**src/rtl/id_ex_operand_stage_pkg.sv**
```systemverilog
// ---------------------------------------------------------------------------
// id_ex_operand_stage_pkg
//   Shared constants and types for the ID/EX operand stage.
//   - Default datapath, ALU-opcode and register-address widths.
//   - ALU opcode encodings used by this stage (ALU_NOP aliases ALU_PLUS, so a
//     register cleared to zero already decodes as a NOP).
//   - ZERO_REG: index of the hard-wired zero register.
//   - ex_action_e: what the EX register does on the coming clock edge.
// ---------------------------------------------------------------------------
package id_ex_operand_stage_pkg;

  localparam int XLEN_DEF    = 32;
  localparam int ALUOP_W_DEF = 5;
  localparam int REG_AW_DEF  = 5;

  localparam logic [ALUOP_W_DEF-1:0] ALU_PLUS = 5'd0;
  localparam logic [ALUOP_W_DEF-1:0] ALU_NOP  = ALU_PLUS;

  localparam logic [REG_AW_DEF-1:0] ZERO_REG = 5'd0;

  // Per-edge update decision for the EX register.
  typedef enum logic [1:0] {
    ACT_CAPTURE = 2'd0,  // load the ID fields
    ACT_BUBBLE  = 2'd1,  // load an all-zero bubble
    ACT_HOLD    = 2'd2   // keep the current contents
  } ex_action_e;

endpackage : id_ex_operand_stage_pkg

```
**src/rtl/id_ex_operand_stage_fwd.sv**
```systemverilog
// ---------------------------------------------------------------------------
// operand_fwd_mux
//   Combinational forwarding mux for one source register.
//   Priority: EX/MEM result, then MEM/WB result, then register-file data.
//   The zero register is never forwarded and always reads as zero.
// Ports
//   reg_addr_i      source register index
//   reg_data_i      register-file data captured with the instruction
//   exmem_rd_i/we_i/result_i   EX/MEM producer
//   memwb_rd_i/we_i/result_i   MEM/WB producer
//   fwd_data_o      resolved operand value
// ---------------------------------------------------------------------------
module operand_fwd_mux
  import id_ex_operand_stage_pkg::*;
#(
  parameter int XLEN   = XLEN_DEF,
  parameter int REG_AW = REG_AW_DEF
) (
  input  logic [REG_AW-1:0] reg_addr_i,
  input  logic [XLEN-1:0]   reg_data_i,
  input  logic [REG_AW-1:0] exmem_rd_i,
  input  logic              exmem_we_i,
  input  logic [XLEN-1:0]   exmem_result_i,
  input  logic [REG_AW-1:0] memwb_rd_i,
  input  logic              memwb_we_i,
  input  logic [XLEN-1:0]   memwb_result_i,
  output logic [XLEN-1:0]   fwd_data_o
);

  logic is_zero_reg;
  logic hit_exmem;
  logic hit_memwb;

  always_comb begin
    is_zero_reg = (reg_addr_i == REG_AW'(ZERO_REG));
    hit_exmem   = exmem_we_i && (exmem_rd_i == reg_addr_i) && !is_zero_reg;
    hit_memwb   = memwb_we_i && (memwb_rd_i == reg_addr_i) && !is_zero_reg;

    fwd_data_o = reg_data_i;
    if (is_zero_reg) begin
      fwd_data_o = '0;
    end else if (hit_exmem) begin
      // The younger producer carries the newest value.
      fwd_data_o = exmem_result_i;
    end else if (hit_memwb) begin
      fwd_data_o = memwb_result_i;
    end
  end

endmodule : operand_fwd_mux

```
**src/rtl/id_ex_operand_stage.sv**
```systemverilog
// ---------------------------------------------------------------------------
// id_ex_operand_stage
//   ID/EX pipeline register plus operand selection feeding the ALU.
//   - Captures decoded ID fields once per cycle (1-cycle latency to EX).
//   - Forwards from EX/MEM and MEM/WB (two operand_fwd_mux instances).
//   - Detects load-use hazards: stalls ID and inserts a bubble.
//   - Squashes the EX contents on flush; freezes them on ex_hold.
// Ports
//   clk, rst                    rising-edge clock, synchronous active-high reset
//   id_*                        decoded instruction from ID
//   ex_hold, flush              downstream freeze / taken-branch squash
//   exmem_*, memwb_*            forwarding producers
//   alusrc1, alusrc2, aluop     ALU operands (combinational) and opcode
//   ex_*                        registered EX-stage fields
//   id_stall                    freeze PC and IF/ID this cycle
// Flow control
//   id_valid/ex_valid are qualifiers, not handshakes: a field is meaningful
//   only while its valid is high. id_stall is the only back-pressure; when
//   it is high the ID instruction is not consumed this edge and ID must
//   present it again next cycle.
// ---------------------------------------------------------------------------
module id_ex_operand_stage
  import id_ex_operand_stage_pkg::*;
#(
  parameter int XLEN    = XLEN_DEF,
  parameter int ALUOP_W = ALUOP_W_DEF,
  parameter int REG_AW  = REG_AW_DEF
) (
  input  logic               clk,
  input  logic               rst,
  input  logic               id_valid,
  input  logic [XLEN-1:0]    id_pc,
  input  logic [REG_AW-1:0]  id_rs1_addr,
  input  logic [REG_AW-1:0]  id_rs2_addr,
  input  logic [XLEN-1:0]    id_rs1_data,
  input  logic [XLEN-1:0]    id_rs2_data,
  input  logic [XLEN-1:0]    id_imm,
  input  logic [ALUOP_W-1:0] id_aluop,
  input  logic               id_src1_pc,
  input  logic               id_src2_imm,
  input  logic [REG_AW-1:0]  id_rd_addr,
  input  logic               id_reg_write,
  input  logic               id_mem_read,
  input  logic               id_mem_write,
  input  logic               ex_hold,
  input  logic               flush,
  input  logic [REG_AW-1:0]  exmem_rd,
  input  logic               exmem_we,
  input  logic [XLEN-1:0]    exmem_result,
  input  logic [REG_AW-1:0]  memwb_rd,
  input  logic               memwb_we,
  input  logic [XLEN-1:0]    memwb_result,
  output logic [XLEN-1:0]    alusrc1,
  output logic [XLEN-1:0]    alusrc2,
  output logic [ALUOP_W-1:0] aluop,
  output logic               ex_valid,
  output logic [XLEN-1:0]    ex_pc,
  output logic [XLEN-1:0]    ex_imm,
  output logic [XLEN-1:0]    ex_store_data,
  output logic [REG_AW-1:0]  ex_rd_addr,
  output logic               ex_reg_write,
  output logic               ex_mem_read,
  output logic               ex_mem_write,
  output logic               id_stall
);

  // EX register
  logic               valid_q,     valid_d;
  logic [XLEN-1:0]    pc_q,        pc_d;
  logic [REG_AW-1:0]  rs1_addr_q,  rs1_addr_d;
  logic [REG_AW-1:0]  rs2_addr_q,  rs2_addr_d;
  logic [XLEN-1:0]    rs1_data_q,  rs1_data_d;
  logic [XLEN-1:0]    rs2_data_q,  rs2_data_d;
  logic [XLEN-1:0]    imm_q,       imm_d;
  logic [ALUOP_W-1:0] aluop_q,     aluop_d;
  logic               src1_pc_q,   src1_pc_d;
  logic               src2_imm_q,  src2_imm_d;
  logic [REG_AW-1:0]  rd_q,        rd_d;
  logic               reg_write_q, reg_write_d;
  logic               mem_read_q,  mem_read_d;
  logic               mem_write_q, mem_write_d;

  logic       load_use;
  ex_action_e ex_action;

  logic [XLEN-1:0] fwd_rs1;
  logic [XLEN-1:0] fwd_rs2;

  // ------------------------------------------------------------------
  // Hazard detection and update decision
  // ------------------------------------------------------------------
  always_comb begin
    load_use = id_valid && valid_q && mem_read_q &&
               (rd_q != REG_AW'(ZERO_REG)) &&
               ((rd_q == id_rs1_addr) || (rd_q == id_rs2_addr));

    // ex_hold freezes ID too, independent of any flush in the same cycle.
    id_stall = ex_hold || load_use;

    if (flush) begin
      ex_action = ACT_BUBBLE;
    end else if (ex_hold) begin
      ex_action = ACT_HOLD;
    end else if (load_use) begin
      ex_action = ACT_BUBBLE;
    end else if (id_valid) begin
      ex_action = ACT_CAPTURE;
    end else begin
      ex_action = ACT_BUBBLE;
    end
  end

  // ------------------------------------------------------------------
  // Next-state for the EX register
  // ------------------------------------------------------------------
  always_comb begin
    valid_d     = valid_q;
    pc_d        = pc_q;
    rs1_addr_d  = rs1_addr_q;
    rs2_addr_d  = rs2_addr_q;
    rs1_data_d  = rs1_data_q;
    rs2_data_d  = rs2_data_q;
    imm_d       = imm_q;
    aluop_d     = aluop_q;
    src1_pc_d   = src1_pc_q;
    src2_imm_d  = src2_imm_q;
    rd_d        = rd_q;
    reg_write_d = reg_write_q;
    mem_read_d  = mem_read_q;
    mem_write_d = mem_write_q;

    case (ex_action)
      ACT_CAPTURE: begin
        valid_d     = 1'b1;
        pc_d        = id_pc;
        rs1_addr_d  = id_rs1_addr;
        rs2_addr_d  = id_rs2_addr;
        rs1_data_d  = id_rs1_data;
        rs2_data_d  = id_rs2_data;
        imm_d       = id_imm;
        aluop_d     = id_aluop;
        src1_pc_d   = id_src1_pc;
        src2_imm_d  = id_src2_imm;
        rd_d        = id_rd_addr;
        reg_write_d = id_reg_write;
        mem_read_d  = id_mem_read;
        mem_write_d = id_mem_write;
      end
      ACT_BUBBLE: begin
        // Bubble equals the reset image: source regs become x0, so the
        // operands read zero and nothing can be forwarded into them.
        valid_d     = 1'b0;
        pc_d        = '0;
        rs1_addr_d  = REG_AW'(ZERO_REG);
        rs2_addr_d  = REG_AW'(ZERO_REG);
        rs1_data_d  = '0;
        rs2_data_d  = '0;
        imm_d       = '0;
        aluop_d     = ALUOP_W'(ALU_NOP);
        src1_pc_d   = 1'b0;
        src2_imm_d  = 1'b0;
        rd_d        = REG_AW'(ZERO_REG);
        reg_write_d = 1'b0;
        mem_read_d  = 1'b0;
        mem_write_d = 1'b0;
      end
      default: ;  // ACT_HOLD keeps everything
    endcase
  end

  always_ff @(posedge clk) begin
    if (rst) begin
      valid_q     <= 1'b0;
      pc_q        <= '0;
      rs1_addr_q  <= '0;
      rs2_addr_q  <= '0;
      rs1_data_q  <= '0;
      rs2_data_q  <= '0;
      imm_q       <= '0;
      aluop_q     <= ALUOP_W'(ALU_NOP);
      src1_pc_q   <= 1'b0;
      src2_imm_q  <= 1'b0;
      rd_q        <= '0;
      reg_write_q <= 1'b0;
      mem_read_q  <= 1'b0;
      mem_write_q <= 1'b0;
    end else begin
      valid_q     <= valid_d;
      pc_q        <= pc_d;
      rs1_addr_q  <= rs1_addr_d;
      rs2_addr_q  <= rs2_addr_d;
      rs1_data_q  <= rs1_data_d;
      rs2_data_q  <= rs2_data_d;
      imm_q       <= imm_d;
      aluop_q     <= aluop_d;
      src1_pc_q   <= src1_pc_d;
      src2_imm_q  <= src2_imm_d;
      rd_q        <= rd_d;
      reg_write_q <= reg_write_d;
      mem_read_q  <= mem_read_d;
      mem_write_q <= mem_write_d;
    end
  end

  // ------------------------------------------------------------------
  // Forwarding (evaluated every cycle, including while held)
  // ------------------------------------------------------------------
  operand_fwd_mux #(.XLEN(XLEN), .REG_AW(REG_AW)) u_fwd_rs1 (
    .reg_addr_i     (rs1_addr_q),
    .reg_data_i     (rs1_data_q),
    .exmem_rd_i     (exmem_rd),
    .exmem_we_i     (exmem_we),
    .exmem_result_i (exmem_result),
    .memwb_rd_i     (memwb_rd),
    .memwb_we_i     (memwb_we),
    .memwb_result_i (memwb_result),
    .fwd_data_o     (fwd_rs1)
  );

  operand_fwd_mux #(.XLEN(XLEN), .REG_AW(REG_AW)) u_fwd_rs2 (
    .reg_addr_i     (rs2_addr_q),
    .reg_data_i     (rs2_data_q),
    .exmem_rd_i     (exmem_rd),
    .exmem_we_i     (exmem_we),
    .exmem_result_i (exmem_result),
    .memwb_rd_i     (memwb_rd),
    .memwb_we_i     (memwb_we),
    .memwb_result_i (memwb_result),
    .fwd_data_o     (fwd_rs2)
  );

  // ------------------------------------------------------------------
  // Outputs
  // ------------------------------------------------------------------
  assign alusrc1       = src1_pc_q  ? pc_q  : fwd_rs1;
  assign alusrc2       = src2_imm_q ? imm_q : fwd_rs2;
  assign ex_store_data = fwd_rs2;
  assign aluop         = aluop_q;
  assign ex_valid      = valid_q;
  assign ex_pc         = pc_q;
  assign ex_imm        = imm_q;
  assign ex_rd_addr    = rd_q;
  assign ex_reg_write  = reg_write_q && valid_q;
  assign ex_mem_read   = mem_read_q  && valid_q;
  assign ex_mem_write  = mem_write_q && valid_q;

endmodule : id_ex_operand_stage
```
**config.mk**
```make
export PLATFORM = sky130hd
export DESIGN_NAME = id_ex_operand_stage
export DESIGN_NICKNAME = d
export VERILOG_FILES = /design/src/rtl/id_ex_operand_stage_pkg.sv /design/src/rtl/id_ex_operand_stage_fwd.sv /design/src/rtl/id_ex_operand_stage.sv
export SDC_FILE = /design/constraint.sdc
export NUM_CORES = 1
export LEC_CHECK = 0
export BUFFER_PORTS_ARGS = -buffer_cell sky130_fd_sc_hd__buf_2
export CAP_MARGIN = 20
export CORE_AREA = 2 2 157 159
export CTS_CLUSTER_SIZE = 20
export DETAILED_ROUTE_END_ITERATION = 10
export DIE_AREA = 0 0 159 161
export HOLD_SLACK_MARGIN = 0.12
export PLACE_DENSITY = 0.63
export SKIP_LAST_GASP = 1
export SYNTH_ARGS = -nofsm -noshare
export SYNTH_HDL_FRONTEND = slang
export SYNTH_SLANG_ARGS = --single-unit
```
**constraint.sdc**
```tcl
create_clock -name clk -period 5.16 [get_ports clk]
set_clock_uncertainty 0.2 [all_clocks]
set_input_delay 0.258 -clock clk [delete_from_list [all_inputs] [get_ports clk]]
set_output_delay 0.258 -clock clk [all_outputs]
set_load 0.02 [all_outputs]
```
# --- After elaboration in Yosys (flattened, before gate mapping) ---
# Index checks and enable logic that the tools add are counted.
word_totals:
  regBits: 154
  inputBits: 234
  output_inout_bits: 175
classes:
  n_eq_ne: 7
  n_mux: 26
  n_reduce_logical: 24
op_table:
  columns: ["cell", "count"]
  rows:
  - ["2-to-1 mux 32 bit", 8]
  - ["one-hot mux 32 bit (2 select lines)", 4]
  - ["one-hot mux 5 bit (2 select lines)", 4]
  - ["== test 5 bit", 6]
  - ["logical AND 1 bit", 15]
  - ["one-hot mux 1 bit (2 select lines)", 6]
  - ["zero test 5 bit", 2]
  - ["nonzero test 5 bit", 1]
  - ["2-to-1 mux 2 bit", 2]
  - ["== test 2 x 1 -> 1 bit (second input constant)", 1]
  - ["zero test 1 bit", 2]
  - ["zero test 2 bit", 1]
  - ["logical OR 1 bit", 2]
  - ["2-to-1 mux 1 bit", 2]
  - ["nonzero test 2 bit", 1]

# --- Depth between registers and ports, before layout ---
logic_depth:
  depth_word: 9
  depth_mapped: 8
  mapped_depth_nobuf: 5

# --- Modules after synthesis ---
# Synthesis repeated with hierarchy kept, for this count alone.
unflattened:
  hier_cells: 1146
  area_unflattened_um2: 9327.7
modules_own_cells:
  columns: ["module", "instances", "cells_each", "area_each_um2"]
  rows:
  - ["id_ex_operand_stage", 1, 798, 7225.7]
  - ["operand_fwd_mux", 2, 174, 1051.0]

# --- Worst setup path before layout ---
# OpenSTA, ideal clock, no wires.
synth_path:
  kind: "register -> output"
  from: "reg rs2_addr_q[1]"
  to: "out alusrc2[21]"
  arrival_ns: 2.312
  slack_ns: 2.390
  stages_incl_launch_ff: 8
  path_cell_list: "dfxtp_1 > clkbuf_1 > xnor2_1 > nand4_1 > nor2_1 > clkbuf_1 > a211oi_2 > o41ai_1"
synth_between:
  elab_chain_cells: 7
  elab_cells_between_ends: 12
  cone_classes: "eq/ne: 2; mux: 4; reduce/logical: 6"
synth_lines:
  columns: ["item", "line_no", "rtl"]
  rows:
  - ["from (decl)", "id_ex_operand_stage.sv:71", "logic [REG_AW-1:0] rs2_addr_q, rs2_addr_d;"]
  - ["from (signal assigned)", "id_ex_operand_stage.sv:191", "rs2_addr_q <= rs2_addr_d;"]
  - ["== test 5 bit or zero test 5 bit (tied branches)", "id_ex_operand_stage_fwd.sv:37, id_ex_operand_stage_fwd.sv:35", null]
  - ["logical AND 1 bit or zero test 1 bit (tied branches)", "id_ex_operand_stage_fwd.sv:37, id_ex_operand_stage_fwd.sv:36", null]
  - ["logical AND 1 bit", "id_ex_operand_stage_fwd.sv:37", "hit_memwb = memwb_we_i && (memwb_rd_i == reg_addr_i) && !is_zero_reg;"]
  - ["2-to-1 mux 32 bit", "id_ex_operand_stage_fwd.sv:45", "end else if (hit_memwb) begin"]
  - ["2-to-1 mux 32 bit", "id_ex_operand_stage_fwd.sv:42", "end else if (hit_exmem) begin"]
  - ["2-to-1 mux 32 bit (*)", "id_ex_operand_stage_fwd.sv:40", "if (is_zero_reg) begin"]
  - ["2-to-1 mux 32 bit (*)", "id_ex_operand_stage.sv:236", "assign alusrc2 = src2_imm_q ? imm_q : fwd_rs2;"]
  - ["to (decl)", "id_ex_operand_stage.sv:54", "output logic [XLEN-1:0] alusrc2,"]
# Every way passes the cells marked *; elsewhere a longest branch is shown, timed or not.

# --- Final worst setup path ---
layout_path:
  from: "reg rs2_addr_q[0]"
  to: "out alusrc2[5]"
# The elaborated chain is that of the path after synthesis.

==> flow_summary.html <==
<table>
<tr><th>Metric</th><th>Value</th></tr>
<tr><th colspan="2">Worst hold path</th></tr>
<tr><td>Endpoint of the worst hold path</td><td>mem_write_q</td></tr>
<tr><td>Hold-critical path depth</td><td>1</td></tr>
<tr><td>Worst hold path class</td><td>reg2reg</td></tr>
<tr><td>Beginning of the worst hold path</td><td>mem_write_q</td></tr>
<tr><th colspan="2">Global route</th></tr>
<tr><td>Global-route wire length before repair</td><td>54.9 mm</td></tr>
<tr><td>Vias in the first global route</td><td>~9.1k</td></tr>
<tr><td>Overall Global Routing Usage</td><td>0.276</td></tr>
<tr><td>Remaining Overflow, GRT</td><td>0</td></tr>
<tr><td>Maximum number of pins on one net before global-route repair</td><td>155</td></tr>
<tr><td>Number of antenna violations at the first check in global routing</td><td>1</td></tr>
<tr><th colspan="2">Clock network</th></tr>
<tr><td>Clock Latency Late Sink</td><td>420 ps</td></tr>
<tr><td>Cts bufs inserted</td><td>17</td></tr>
<tr><td>Clock transition at the register clock pins on the worst setup and hold paths after CTS</td><td>around 80 ps</td></tr>
<tr><td># H-tree levels</td><td>4</td></tr>
<tr><td>CTS tree</td><td>built</td></tr>
<tr><td>Clock Sinks</td><td>154</td></tr>
<tr><td>Maximum count of clock buffers along a single path</td><td>2</td></tr>
<tr><td>Cell at the root of the clock tree</td><td>sky130_fd_sc_hd__clkbuf_16</td></tr>
<tr><th colspan="2">Worst setup path</th></tr>
<tr><td>Worst Reg2Reg Path Length in Cells</td><td>5</td></tr>
<tr><td>Type of origin of the critical path</td><td>flip-flop</td></tr>
<tr><td>R2R Setup Slk</td><td>2070 ps</td></tr>
<tr><td>Maximum fanout encountered on the critical timing path</td><td>33</td></tr>
<tr><td>Type of the worst setup path</td><td>reg2out</td></tr>
<tr><td>Capturing point of the worst reg2reg path</td><td>reg_write_q</td></tr>
<tr><td>Required time of the critical path</td><td>~4700 ps</td></tr>
<tr><td>Source of the worst register-to-register timing path</td><td>ex_rd_addr[0]</td></tr>
<tr><td>Data arrival time at the worst-slack endpoint</td><td>3910 ps</td></tr>
<tr><td>Worst setup EP type</td><td>primary output</td></tr>
<tr><th colspan="2">Routing</th></tr>
<tr><td>Number of iterations in the first detailed-routing pass</td><td>7</td></tr>
<tr><td>1st-iter DRT viols</td><td>941</td></tr>
<tr><td>Via Count</td><td>between 9k and 10k</td></tr>
<tr><td>Total routed wirelength</td><td>between 30 and 40 mm</td></tr>
<tr><td>Post-route DRC</td><td>0</td></tr>
<tr><td>Routed wirelength normalized by instance count</td><td>22.0 um</td></tr>
<tr><td>Routed via count divided by cell count</td><td>5.57</td></tr>
<tr><td>Final antenna-violating net count</td><td>0</td></tr>
<tr><th colspan="2">Timing</th></tr>
<tr><td>Setup repair after global routing missed its margin</td><td>no</td></tr>
<tr><td>Hold violation total from the final report</td><td>0</td></tr>
<tr><td>Worst path setup slack after routing</td><td>794 ps</td></tr>
<tr><td>WHS</td><td>272 ps</td></tr>
<tr><td>Final setup fails</td><td>0</td></tr>
<tr><td>Max-slew violation count</td><td>0</td></tr>
<tr><td>Slew at the pin closest to its max-slew limit</td><td>955 ps</td></tr>
<tr><td>Final Cycle Share</td><td>0.846</td></tr>
<tr><td>Fin Setup TNS</td><td>0 ps</td></tr>
<tr><td>Max_slew headroom</td><td>0.360</td></tr>
<tr><td>Min Tclk post-route</td><td>4370 ps</td></tr>
<tr><td>Achievable Freq</td><td>229 MHz</td></tr>
<tr><th colspan="2">Synth</th></tr>
<tr><td>Flops &amp; latches, synth</td><td>about 150</td></tr>
<tr><td>Synth area leaders</td><td>sky130_fd_sc_hd__dfxtp_1 40%, sky130_fd_sc_hd__a22o_1 17%, sky130_fd_sc_hd__a211oi_2 4.8%, sky130_fd_sc_hd__a221oi_1 3.6%, sky130_fd_sc_hd__nand2_1 3.2%</td></tr>
<tr><td>Count of cell types in the netlist</td><td>35</td></tr>
<tr><td>Mean area per synthesized cell</td><td>9.08 um2</td></tr>
<tr><td>Count of flip-flops with a built-in enable after synthesis</td><td>0</td></tr>
<tr><td>List of most frequent post-synthesis cells</td><td>154 x sky130_fd_sc_hd__dfxtp_1, 153 x sky130_fd_sc_hd__a22o_1, 67 x sky130_fd_sc_hd__nand2_1</td></tr>
<tr><td>Top_reg_cell synth</td><td>sky130_fd_sc_hd__dfxtp_1</td></tr>
<tr><td>Count leader, synth</td><td>sky130_fd_sc_hd__dfxtp_1</td></tr>
<tr><td>Post-Syn Instances</td><td>roughly 860</td></tr>
<tr><td>Yosys warning count</td><td>0</td></tr>
<tr><td>Post-synth top area share</td><td>0.396</td></tr>
<tr><td>Synth async-reset ratio</td><td>0</td></tr>
<tr><td>Post-synthesis sequential area ratio</td><td>0.396</td></tr>
<tr><td>Syn nets</td><td>1092</td></tr>
<tr><td>Cell type with the highest aggregate area in the netlist</td><td>sky130_fd_sc_hd__dfxtp_1</td></tr>
<tr><td>Post-Syn Area</td><td>a little under 8000 um2</td></tr>
<tr><th colspan="2">Power</th></tr>
<tr><td>Internal</td><td>approximately 0.0021 W</td></tr>
<tr><td>Comb pwr share</td><td>0.152</td></tr>
<tr><td>Areal power density over the cells</td><td>between 200 and 250 nW/um2</td></tr>
<tr><td>Fraction of power consumed by the clock network</td><td>0.434</td></tr>
<tr><td>Flop pwr share</td><td>0.414</td></tr>
<tr><td>VDD IR max</td><td>approximately 180 uV</td></tr>
<tr><td>Sw Ratio</td><td>0.285</td></tr>
<tr><td>Switching power summed over all nets</td><td>0.000848 W</td></tr>
<tr><td>LEAKAGE</td><td>5.51 nW</td></tr>
<tr><th colspan="2">Floorplan</th></tr>
<tr><td>Initial Util</td><td>0.325</td></tr>
<tr><td>DIE HEIGHT</td><td>161 um</td></tr>
<tr><td>Core region area</td><td>24000 um2</td></tr>
<tr><td>Die outline width</td><td>about 160 um</td></tr>
<tr><td>Die ar.</td><td>25600 um2</td></tr>
<tr><td>Number of ports placed on the die boundary</td><td>409</td></tr>
<tr><td>Total number of placement rows</td><td>57</td></tr>
<tr><th colspan="2">Final layout</th></tr>
<tr><td>Post-Route Utilization</td><td>0.505</td></tr>
<tr><td>Layout Nets</td><td>1590</td></tr>
<tr><td>Layout cell share with drive strength beyond 1</td><td>0.369</td></tr>
<tr><td>Post-Layout Inst Area</td><td>between 10000 and 15000 um2</td></tr>
<tr><td>Relative area change from synthesis to final layout</td><td>55.4%</td></tr>
<tr><th colspan="2">Placement</th></tr>
<tr><td>RePlAce Congestion</td><td>0.966</td></tr>
<tr><td>Pre-CTS setup slack</td><td>1360 ps</td></tr>
<tr><td>Post-detailed-placement half-perimeter wirelength</td><td>25.6 mm</td></tr>
<tr><td>Count of input and output buffers</td><td>408</td></tr>
<tr><td>Placed cell areas</td><td>9980 um2</td></tr>
<tr><th colspan="2">Status</th></tr>
<tr><td>Outcome</td><td>finished clean</td></tr>
<tr><th colspan="2">Flow run</th></tr>
<tr><td>Number of max-cap violations</td><td>0</td></tr>
</table>
final cells by class:
class / count / area [um2]
tap: 324 / 405
multi-input combinational: 572 / 4180
fill: 2291 / 11900
inverter: 34 / 128
sequential: 154 / 3080
timing repair buffer: 577 / 3720
clock inverter: 13 / 146
antenna: 1 / 2.50
clock buffer: 19 / 443
through the flow:
stage,power [W],instances
floorplan,0.00142,858
global placement,0.00161,1508
detailed placement,0.00161,1508
CTS,0.00300,1693
global route,0.00309,1693
finish,0.00298,1694
flip-flops by register name, indices dropped and copies added, names as in the netlist:
signal / count
aluop: 5
reg_write_q: 1
mem_write_q: 1
src2_imm_q: 1
rs2_addr_q: 5
ex_valid: 1
ex_pc: 32
rs2_data_q: 32
rs1_addr_q: 5
mem_read_q: 1
rs1_data_q: 32
ex_imm: 32
src1_pc_q: 1
ex_rd_addr: 5
power by group through the flow:
stage | clock network [W] | registers (W) | logic (W)
3_3_place_gp | 0 | 0.00126 | 0.000350
4_1_cts | 0.00132 | 0.00123 | 0.000445
2_1_floorplan | 0 | 0.00127 | 0.000155
3_5_place_dp | 0 | 0.00126 | 0.000350
6_report | 0.00129 | 0.00123 | 0.000453
5_1_grt | 0.00138 | 0.00124 | 0.000479
metal layers:
layer / up-vias / track usage / wire length [um]
met1: 4521 / 0.377 / 16100
li1: 4300 / - / -
met2: 565 / 0.442 / 17400
met5: - / 0 / 0
met3: 53 / 0.0555 / 3150
met4: 0 / 0.0785 / 693
worst max path at each step:
stage                             start     endpoint  cells past startpoint
after detailed placement  rs2_addr_q[1]   alusrc2[5]                      7
after CTS                 rs2_addr_q[0]   alusrc2[5]                      7
after global routing      rs2_addr_q[1]   alusrc2[5]                      7
after global placement    rs2_addr_q[1]   alusrc2[5]                      7
after floorplan           rs2_addr_q[1]  alusrc2[21]                      7
final                     rs2_addr_q[0]   alusrc2[5]                      7
cells by family after synthesis:
logic type      after synthesis  synth area share
compound gates              353             0.385
xor+xnor                     28            0.0315
buf+inv                     132            0.0742
flops                       154             0.396
simple gates                191             0.114
critical path: stages, from the launching register on:
cell,delay (ps)
sky130_fd_sc_hd__dfxtp_1,430
sky130_fd_sc_hd__or4_4,200
sky130_fd_sc_hd__a21bo_2,620
sky130_fd_sc_hd__and3_2,810
sky130_fd_sc_hd__buf_4,350
sky130_fd_sc_hd__a211oi_2,110
sky130_fd_sc_hd__o41ai_1,670
sky130_fd_sc_hd__buf_2,290
timing repair:
item	4_1_cts	5_1_grt
setup buffers	0	0
hold buffers	153	0
endpoints found under the hold margin	153	0
setup endpoints to repair	0	0
gates resized for setup	0	0
placed cells by master (no fill, tap or decap), types with 2 or more instances in the layout:
master | synthesis | layout
sky130_fd_sc_hd__a221oi_1 | 32 | 32
sky130_fd_sc_hd__and2_1 | 5 | 4
sky130_fd_sc_hd__buf_4 | 7 | 14
sky130_fd_sc_hd__inv_8 | 0 | 5
sky130_fd_sc_hd__buf_2 | 21 | 408
sky130_fd_sc_hd__nor2_4 | 0 | 2
sky130_fd_sc_hd__xnor2_1 | 12 | 12
sky130_fd_sc_hd__a22o_1 | 153 | 153
sky130_fd_sc_hd__xor2_1 | 16 | 16
sky130_fd_sc_hd__nor2_1 | 41 | 38
sky130_fd_sc_hd__a211oi_1 | 2 | 2
sky130_fd_sc_hd__dlygate4sd3_1 | 0 | 153
sky130_fd_sc_hd__nand2_1 | 67 | 67
sky130_fd_sc_hd__buf_12 | 0 | 2
sky130_fd_sc_hd__o41ai_1 | 27 | 27
sky130_fd_sc_hd__inv_6 | 0 | 4
sky130_fd_sc_hd__nor3_2 | 1 | 3
sky130_fd_sc_hd__a21bo_2 | 2 | 2
sky130_fd_sc_hd__inv_1 | 34 | 34
sky130_fd_sc_hd__a211oi_2 | 30 | 30
sky130_fd_sc_hd__clkinv_4 | 0 | 2
sky130_fd_sc_hd__or4_1 | 2 | 2
sky130_fd_sc_hd__a31oi_1 | 32 | 32
sky130_fd_sc_hd__and3_1 | 33 | 32
sky130_fd_sc_hd__o41ai_2 | 5 | 5
sky130_fd_sc_hd__clkbuf_16 | 0 | 17
sky130_fd_sc_hd__nor3_1 | 37 | 34
sky130_fd_sc_hd__o21ai_0 | 29 | 29
sky130_fd_sc_hd__o21ai_1 | 4 | 4
sky130_fd_sc_hd__o31ai_1 | 33 | 33
sky130_fd_sc_hd__nand4_1 | 2 | 2
sky130_fd_sc_hd__dfxtp_1 | 154 | 153
Note: power is estimated with default switching activity, not from simulation.
